### src/rtl/ffq_pkg.sv
// Shared types and constants for the fastest-finger-first round controller.
// Holds the round state enum, result codes and a code-to-mask helper.
package ffq_pkg;

    typedef enum logic [1:0] {
        ST_IDLE,
        ST_ARMED,
        ST_LOCKED,
        ST_DONE
    } state_t;

    localparam logic [1:0] RES_NONE    = 2'd0;
    localparam logic [1:0] RES_CORRECT = 2'd1;
    localparam logic [1:0] RES_NOWIN   = 2'd2;

    localparam logic [3:0] CODE_NONE = 4'd0;

    // Contestant code k (1..15) maps to bit k-1; code 0 maps to no bit.
    function automatic logic [15:0] code_onehot(input logic [3:0] code);
        logic [15:0] r;
        r = '0;
        if (code != CODE_NONE) begin
            r[code - 4'd1] = 1'b1;
        end
        return r;
    endfunction

endpackage

### src/rtl/ffq_tick_timer.sv
// Loadable tick down-counter used for the arm and answer windows.
// Ports: load/load_val reload, run+tick decrement, count, zero, expire (1->0).
module ffq_tick_timer #(
    parameter int TICK_W = 8
) (
    input  logic              clk,
    input  logic              rst_n,
    input  logic              load,
    input  logic [TICK_W-1:0] load_val,
    input  logic              run,
    input  logic              tick,
    output logic [TICK_W-1:0] count,
    output logic              zero,
    output logic              expire
);

    localparam logic [TICK_W-1:0] ONE = TICK_W'(1);

    assign zero = (count == '0);

    // Excludes load on purpose: the controller chooses load based on expire.
    assign expire = run && tick && (count == ONE);

    always_ff @(posedge clk) begin
        if (!rst_n) begin
            count <= '0;
        end else if (load) begin
            count <= load_val;
        end else if (run && tick && !zero) begin
            count <= count - ONE;
        end
    end

endmodule

### src/rtl/ffq_round_ctrl.sv
// Round controller: latches first valid buzzer press, runs timers, judges.
// Ports: host pulses in, encoder code in; encoder_en, winner, mask, status out.
module ffq_round_ctrl
    import ffq_pkg::*;
#(
    parameter int N_CONTEST    = 10,
    parameter int TICK_W       = 8,
    parameter int ARM_TICKS    = 30,
    parameter int ANSWER_TICKS = 10
) (
    input  logic                 clk,
    input  logic                 rst_n,
    input  logic                 start,
    input  logic                 clear,
    input  logic                 tick,
    input  logic                 judge_ok,
    input  logic                 judge_wrong,
    input  logic [3:0]           code_in,
    output logic                 encoder_en,
    output logic [3:0]           winner,
    output logic                 winner_valid,
    output logic [N_CONTEST-1:0] lockout_mask,
    output logic [TICK_W-1:0]    time_left,
    output logic                 round_over,
    output logic [1:0]           result
);

    if (N_CONTEST < 1 || N_CONTEST > 15) begin : g_bad_n
        $error("ffq_round_ctrl: N_CONTEST must be 1..15");
    end
    if (TICK_W < 1 || TICK_W > 31) begin : g_bad_w
        $error("ffq_round_ctrl: TICK_W must be 1..31");
    end
    if (ARM_TICKS < 1 || ARM_TICKS >= (1 << TICK_W)) begin : g_bad_arm
        $error("ffq_round_ctrl: ARM_TICKS must be nonzero and fit TICK_W");
    end
    if (ANSWER_TICKS < 1 || ANSWER_TICKS >= (1 << TICK_W)) begin : g_bad_ans
        $error("ffq_round_ctrl: ANSWER_TICKS must be nonzero and fit TICK_W");
    end

    localparam logic [TICK_W-1:0] ARM_LD = TICK_W'(ARM_TICKS);
    localparam logic [TICK_W-1:0] ANS_LD = TICK_W'(ANSWER_TICKS);
    localparam logic [3:0]        MAX_CODE = 4'(N_CONTEST);

    state_t state;
    state_t nxt_state;

    logic [3:0]           nxt_winner;
    logic                 nxt_wv;
    logic [N_CONTEST-1:0] nxt_mask;
    logic [1:0]           nxt_result;

    logic              tmr_load;
    logic [TICK_W-1:0] tmr_val;
    logic              tmr_run;
    logic              tmr_zero;
    logic              tmr_expire;

    logic [15:0]          code_oh_full;
    logic [15:0]          win_oh_full;
    logic [N_CONTEST-1:0] code_oh;
    logic [N_CONTEST-1:0] win_oh;
    logic                 code_ok;
    logic                 all_locked;

    assign code_oh_full = code_onehot(code_in);
    assign win_oh_full  = code_onehot(winner);
    assign code_oh      = code_oh_full[N_CONTEST-1:0];
    assign win_oh       = win_oh_full[N_CONTEST-1:0];

    assign code_ok = (code_in != CODE_NONE)
                   && (code_in <= MAX_CODE)
                   && ((code_oh & lockout_mask) == '0);

    assign all_locked = &(lockout_mask | win_oh);

    assign tmr_run = (state == ST_ARMED) || (state == ST_LOCKED);

    ffq_tick_timer #(
        .TICK_W (TICK_W)
    ) u_timer (
        .clk      (clk),
        .rst_n    (rst_n),
        .load     (tmr_load),
        .load_val (tmr_val),
        .run      (tmr_run),
        .tick     (tick),
        .count    (time_left),
        .zero     (tmr_zero),
        .expire   (tmr_expire)
    );

    always_comb begin
        nxt_state  = state;
        nxt_winner = winner;
        nxt_wv     = winner_valid;
        nxt_mask   = lockout_mask;
        nxt_result = result;
        tmr_load   = 1'b0;
        tmr_val    = '0;

        if (clear) begin
            nxt_state  = ST_IDLE;
            nxt_winner = CODE_NONE;
            nxt_wv     = 1'b0;
            nxt_mask   = '0;
            nxt_result = RES_NONE;
            tmr_load   = 1'b1;
        end else if (start && (state == ST_IDLE || state == ST_DONE)) begin
            nxt_state  = ST_ARMED;
            nxt_winner = CODE_NONE;
            nxt_wv     = 1'b0;
            nxt_mask   = '0;
            nxt_result = RES_NONE;
            tmr_load   = 1'b1;
            tmr_val    = ARM_LD;
        end else begin
            unique case (state)
                ST_ARMED: begin
                    if (code_ok) begin
                        nxt_state  = ST_LOCKED;
                        nxt_winner = code_in;
                        nxt_wv     = 1'b1;
                        tmr_load   = 1'b1;
                        tmr_val    = ANS_LD;
                    end else if (tmr_expire || tmr_zero) begin
                        // tmr_zero here is unreachable; it keeps ARMED
                        // from ever idling on a dead timer.
                        nxt_state  = ST_DONE;
                        nxt_result = RES_NOWIN;
                    end
                end
                ST_LOCKED: begin
                    if (judge_ok) begin
                        nxt_state  = ST_DONE;
                        nxt_wv     = 1'b0;
                        nxt_result = RES_CORRECT;
                        tmr_load   = 1'b1;
                    end else if (judge_wrong || tmr_expire) begin
                        nxt_mask = lockout_mask | win_oh;
                        nxt_wv   = 1'b0;
                        tmr_load = 1'b1;
                        if (all_locked) begin
                            nxt_state  = ST_DONE;
                            nxt_result = RES_NOWIN;
                        end else begin
                            nxt_state = ST_ARMED;
                            tmr_val   = ARM_LD;
                        end
                    end
                end
                ST_IDLE, ST_DONE: begin
                end
                default: begin
                    nxt_state = ST_IDLE;
                end
            endcase
        end
    end

    always_ff @(posedge clk) begin
        if (!rst_n) begin
            state        <= ST_IDLE;
            winner       <= CODE_NONE;
            winner_valid <= 1'b0;
            lockout_mask <= '0;
            result       <= RES_NONE;
            encoder_en   <= 1'b0;
            round_over   <= 1'b0;
        end else begin
            state        <= nxt_state;
            winner       <= nxt_winner;
            winner_valid <= nxt_wv;
            lockout_mask <= nxt_mask;
            result       <= nxt_result;
            encoder_en   <= (nxt_state == ST_ARMED);
            round_over   <= (nxt_state == ST_DONE);
        end
    end

endmodule

### config.mk
export PLATFORM = sky130hd
export DESIGN_NAME = ffq_round_ctrl
export DESIGN_NICKNAME = d
export VERILOG_FILES = /design/src/rtl/ffq_pkg.sv /design/src/rtl/ffq_tick_timer.sv /design/src/rtl/ffq_round_ctrl.sv
export SDC_FILE = /design/constraint.sdc
export NUM_CORES = 1
export LEC_CHECK = 0
export ABC_AREA = 1
export ABC_CLOCK_PERIOD_IN_PS = 3500
export BUFFER_PORTS_ARGS = -buffer_cell sky130_fd_sc_hd__buf_2
export CAP_MARGIN = 20
export CORE_MARGIN = 2
export CORE_UTILIZATION = 40
export DETAILED_ROUTE_END_ITERATION = 16
export GPL_TIMING_DRIVEN = 0
export SLEW_MARGIN = 20
export SYNTH_ARGS = -nofsm -noshare
export SYNTH_HDL_FRONTEND = slang
export SYNTH_SLANG_ARGS = --single-unit
### constraint.sdc
create_clock -name clk -period 3.5 [get_ports clk]
set_input_delay 0.35 -clock clk [delete_from_list [all_inputs] [get_ports clk]]
set_output_delay 0.35 -clock clk [all_outputs]
set_load 0.05 [all_outputs]
After elaboration in Yosys (flattened, before gate mapping):

Index checks and enable logic that the tools add are counted.

* reductions and logical operators: 26
* multiplexer cells: 39
* magnitude comparators: 5
* bitwise gates (word level): 4
* eq/ne operators: 11
* add/sub/neg operators: 3

Operators by type and width (count)
* $mux W5: 5
* $mux W2: 12
* $mux W10: 2
* $mux W8: 2
* $and A10 B10 Y10: 1
* $logic_not A10 Y1: 1
* $lt A4 B5 Y1 const B: 2
* $mux W1: 10
* $or A10 B10 Y10: 1
* $pmux W5 S2: 1
* $reduce_and A10 Y1: 1
* $demux W1 S4: 2
* $eq A8 B1 Y1 const B: 1
* $ge A4 B1 Y1 const B: 2
* $logic_and A1 B1 Y1: 8
* $logic_not A8 Y1: 1
* $pmux W2 S2: 2
* $reduce_bool A4 Y1: 2
* $sub A4 B1 Y4 const B: 2
* $sub A8 B1 Y8 const B: 1
* $eq A2 B2 Y1 const B: 3
* $reduce_and A3 Y1: 2
* $reduce_and A5 Y1: 1
* $eq A2 B1 Y1 const B: 2
* other kinds (14): 21

* logic and storage cells: 96
* output and inout bits: 27
* input bits: 11
* flip-flop bits (word level): 29

Logic depth before layout (Yosys ltp):

* word-level depth: 15
* gate-level depth with buffers: 15
* mapped depth without buffers: 15

By module:

Synthesis repeated with hierarchy kept, for this count alone.

* cell total of the unflattened synthesis: 301
* area, all modules: 1833.0 µm²

Modules (own cells, without submodules)
* ffq_round_ctrl: seq. area each 420.4 µm², cells each 201, area an instance 1232.4 µm², instances 1
* ffq_tick_timer: seq. area each 160.2 µm², cells each 100, area an instance 600.6 µm², instances 1

Worst setup path after synthesis:

OpenSTA, ideal clock, no wires.

* kind: register to register
* from: register u_timer.count[0]
* to: register u_timer.count[7]
* required time: 3.383 ns
* arrival time: 1.859 ns
* setup time: 0.117 ns
* stages on the path, launching flop included: 12
* clock period less this slack: 1.977 ns
* path buffers: 0
* path slack: 1.523 ns
* cell sequence: dfxtp_1 -> inv_1 -> ha_1 -> nand2_1 -> nor2_1 -> nand2_1 -> inv_1 -> nor2_2 -> inv_2 -> nor3_2 -> xor2_1 -> nor2_1

* word-level cells in the longest chain between the ends: 9
* elaborated cells on any way between the ends: 15
* those cells by class: add/sub (1); eq/ne (1); mux (7); reduce/logical (6)

Ends and longest elaborated chain
* start: declaration: RTL line ffq_tick_timer.sv:12 `output logic [TICK_W-1:0] count,`
* start signal: assignment: RTL line ffq_tick_timer.sv:28 `count <= load_val;`
* start signal: assignment: RTL line ffq_tick_timer.sv:30 `count <= count - ONE;`
* $eq A8 B1 Y1: RTL line ffq_tick_timer.sv:22 `assign expire = run && tick && (count == ONE);`
* $logic_and A1 B1 Y1: RTL line ffq_tick_timer.sv:22
* $logic_or A1 B1 Y1: RTL line ffq_round_ctrl.sv:139 `end else if (judge_wrong || tmr_expire) begin`
* $mux W1: RTL line ffq_round_ctrl.sv:139
* $mux W1: RTL line ffq_round_ctrl.sv:134 `if (judge_ok) begin`
* $pmux W1 S2: RTL line ffq_round_ctrl.sv:118 `unique case (state)`
* $mux W1: RTL line ffq_round_ctrl.sv:109 `end else if (start && (state == ST_IDLE || state == ST_DONE)) begin`
* $mux W1: RTL line ffq_round_ctrl.sv:102 `if (clear) begin`
* $mux W8 or $reduce_bool A2 Y1 (tied branches)

Several ways; a longest one is shown, not always the timed one. The select of a mux whose other input is x is not followed.
A chain may end at the register's enable or synchronous reset.

Final worst setup path:

* from: register state[0]
* to: register u_timer.count[2]

* word-level cells in the longest chain between the ends: 11
* elaborated cells on any way between the ends: 23
* those cells by class: eq/ne (3); mux (11); reduce/logical (9)

Ends and longest elaborated chain
* start: declaration: RTL line ffq_round_ctrl.sv:45 `state_t state;`
* start signal: assignment: RTL line ffq_round_ctrl.sv:171 `state <= nxt_state;`
* $eq A2 B1 Y1 or $eq A2 B2 Y1 (tied branches): RTL line ffq_round_ctrl.sv:77, ffq_round_ctrl.sv:118
* $logic_or A1 B1 Y1: RTL line ffq_round_ctrl.sv:77 `assign tmr_run = (state == ST_ARMED) || (state == ST_LOCKED);`
* $logic_and A1 B1 Y1: RTL line ffq_tick_timer.sv:22, ffq_tick_timer.sv:29
* $logic_and A1 B1 Y1: RTL line ffq_tick_timer.sv:22
* $logic_or A1 B1 Y1: RTL line ffq_round_ctrl.sv:139
* $mux W5 or $mux W1 (tied branches): RTL line ffq_round_ctrl.sv:139
* $mux W5 or $mux W1 (tied branches): RTL line ffq_round_ctrl.sv:134
* $pmux W5 S2 or $pmux W1 S2 (tied branches): RTL line ffq_round_ctrl.sv:118
* $mux W5 or $mux W1 (tied branches): RTL line ffq_round_ctrl.sv:109
* $mux W5 or $mux W1 (tied branches): RTL line ffq_round_ctrl.sv:102
* $mux W8 or $reduce_bool A2 Y1 (tied branches)

Several ways; a longest one is shown, not always the timed one.

==> metrics <==
RSZ-0062 raised after global routing no; Avg Cell Area, Syn 6.685 um2; Setup TNS 0 ps; Worst Min Path Start rst_n; synth-to-layout area growth 19.18%; die height 72.77 um; final setup fails 0; critical-path maximum fanout 7; Worst slew margin 69.55%; worst slack, placed 1444 ps; status completed; routed len/inst 11.54 um; first-pass GRT wire length 7.555 mm; Hold Buf Count CTS 0; postcts setup bufs 0; post-route ant nets 0; #FFs+latches synth 29; Cells after DPL 372; Die X-Extent 72.77 um; TritonRoute pass-1 iters 5; Logic pwr share 18.4%; worst reg2reg path depth 15; CP Launch Type flop; NumNets Final 340; core region area 4629 um2; internal power 0.6198 mW; Port Buf Inserts 35; min cycle time layout 2074 ps; remaining global-route overflow 0; Final Hold Fails 0; sequential power share 39.7%; CTS sink cnt 29; top cells by area, synth dfxtp_1 31%, nand2_1 14%, inv_1 7.5%, nand3_1 6.9%, nor2_1 5.8%; Starting Density 40.86%; CTS tree yes; hold path cells 3; Initial DRC Count 138; measured slew at the worst slew-check pin 455.0 ps; Post-synth EDFFs 0; final non-filler cell total 380; antenna cells 0; CP required 3720 ps; initial antenna violation count 0; H-tree Lvls 2; max-cap violation count 0; post-synthesis sequential area ratio 30.69%; Unique masters post-synth 33; Crit. End Element flop; final slew viol count 0; number of global-route vias before repair 1,644; leak pwr 1.049 nW; FMAX 482.2 MHz; type of the worst setup path reg -> reg; critical path cell sequence inv_1 > ha_1 > inv_4 > nand2_4 > nor2_2 > nand3_2 > nand2_1 > nand3_1 > nor2_1 > nand2_1 > nand2_1 > nand2_1 > nand2_1 > inv_1 > nor2_1; root buf cell clkbuf_8; Residual DRC 0; routability cong. 0.8298; vias 1,861; Synth async-reset ratio 0%; WL final 4.387 mm; worst path arrival time 2300 ps; clock buffer depth 2; clock slew at reported path FFs 70 ps; setup ws final 1426 ps; Mapped Cells 283; Power Total 0.8744 mW; fin crit share 59.26%; worst reg2reg path endpoint u_timer.count[2]; share of layout cells above drive strength 1 24.54%; Top FF cell, synth dfxtp_1; CP max stage delay 390 ps; Post-CTS Resized 0; Crit path max-delay family simple AND/OR/NAND/NOR gates; count leader, synth nand2_1; flop-to-flop setup slack 1430 ps; Commonest cells post-synth 69 x nand2_1, 38 x inv_1, 29 x dfxtp_1, 29 x nor2_1, 26 x nand3_1; Synth area leader dfxtp_1; min-delay worst type in -> reg; maximum vdd drop 0.2120 mV; Synth Net Count 298; post-synth top area share 30.69%; Worst Path Buf+Inv 3; Final Skew 10.33 ps; Top Ports 38; critical path's most frequent cell nand2_1; Synth Cell Area 1892 um2; Clk network pwr share 41.8%; Synth warnings 0; post-DP HPWL 3.499 mm; Vias/cell 4.897; sw power 0.2547 mW; TritonCTS buffer count 5; reg2reg start state[0]; std cell rows 25; largest net degree at the start of global routing 11; worst-skew pair later-pin latency 290 ps; Net Sw Frac 29.12%; slowest library cell on the worst path dfxtp_1; GRT Total Usage 18.50%; pwr/cell area 387.8 nW/um2; Die ar. 5295 um2; hold worst-path end u_timer.count[2]
-- cell families after synthesis --
group / count (synthesis) / synth area share (%)
flip-flops: 29 / 30.69
AND/OR/NAND/NOR: 159 / 41.73
XOR/XNOR: 5 / 2.315
AO/OA/AOI/OAI: 35 / 10.65
buffers and inverters: 51 / 11.97
adder cells (fa/ha/maj): 4 / 2.646
-- cells in the final DEF, fill, tap and decap left out, types with 2 or more instances in the layout --
cell,netlist,layout
nor2_1,29,29
nand3_1,26,26
nand4_1,10,10
clkbuf_8,0,6
nand2_4,2,2
nand3_4,2,2
dfxtp_1,29,29
buf_6,2,2
a21oi_1,20,20
nor2_2,5,5
inv_1,38,38
o21bai_1,3,3
nor3_1,3,3
o21ai_0,6,6
buf_2,2,37
xor2_1,4,4
nand2_2,4,4
inv_6,2,2
nor2_4,2,2
o21ai_1,3,3
nand2_1,69,69
nand3_2,4,4
inv_2,4,4
ha_1,4,4
-- how the worst max path moves through the flow --
stage | cells after the start | start | slack (ps) | to
after floorplan | 11 | u_timer.count[0] | 1520 | u_timer.count[7]
after global placement | 15 | state[0] | 1450 | u_timer.count[2]
after detailed placement | 14 | state[0] | 1440 | u_timer.count[3]
after CTS | 15 | state[0] | 1440 | u_timer.count[2]
after global routing | 15 | state[0] | 1170 | u_timer.count[2]
final | 15 | state[0] | 1430 | u_timer.count[2]
-- metal layers --
layer,up-vias,GRT usage [%],part of all wire (%)
li1,993,-,-
met1,813,25.38,48
met2,49,27.78,44
met3,6,4.558,6.0
met4,0,7.407,1.7
met5,-,0,0
-- stage by stage --
stage                     util, %  hold slack (ps)  cell area, um2
after floorplan                 -            487.5            1892
after global placement      46.11            470.2            2135
after detailed placement    46.11            468.8            2135
after CTS                   48.70            316.8            2255
after global routing        48.70            352.6            2255
final                       48.70            325.6            2255
-- worst min-delay path: stages --
cell and delay [ps]:
buf_2 110, o21ai_1 70, nor2_1 40
-- power groups by stage --
stage                     sequential, mW  clock (mW)  combinational [mW]
final                              0.347       0.366               0.161
after global routing               0.349       0.389               0.180
after CTS                          0.348       0.375               0.163
after detailed placement           0.355           0               0.162
after global placement             0.355           0               0.161
after floorplan                    0.379           0               0.102
-- layout make-up --
type | count | area [um2]
flip-flops and latches | 29 | 580.6
clock inverters | 2 | 37.54
clock buffers | 6 | 82.58
well taps | 54 | 67.56
inverters | 46 | 190.2
fillers | 498 | 2375
plain buffers | 5 | 36.28
repair buffers | 35 | 175.2
multi-input cells | 203 | 1085
-- sequential cells by signal, indices dropped and copies added, names as in the netlist --
signal,cells
encoder_en,1
lockout_mask,10
result,2
round_over,1
state,2
u_timer.count,8
winner,4
winner_valid,1
(Power assumes the default switching activity.)
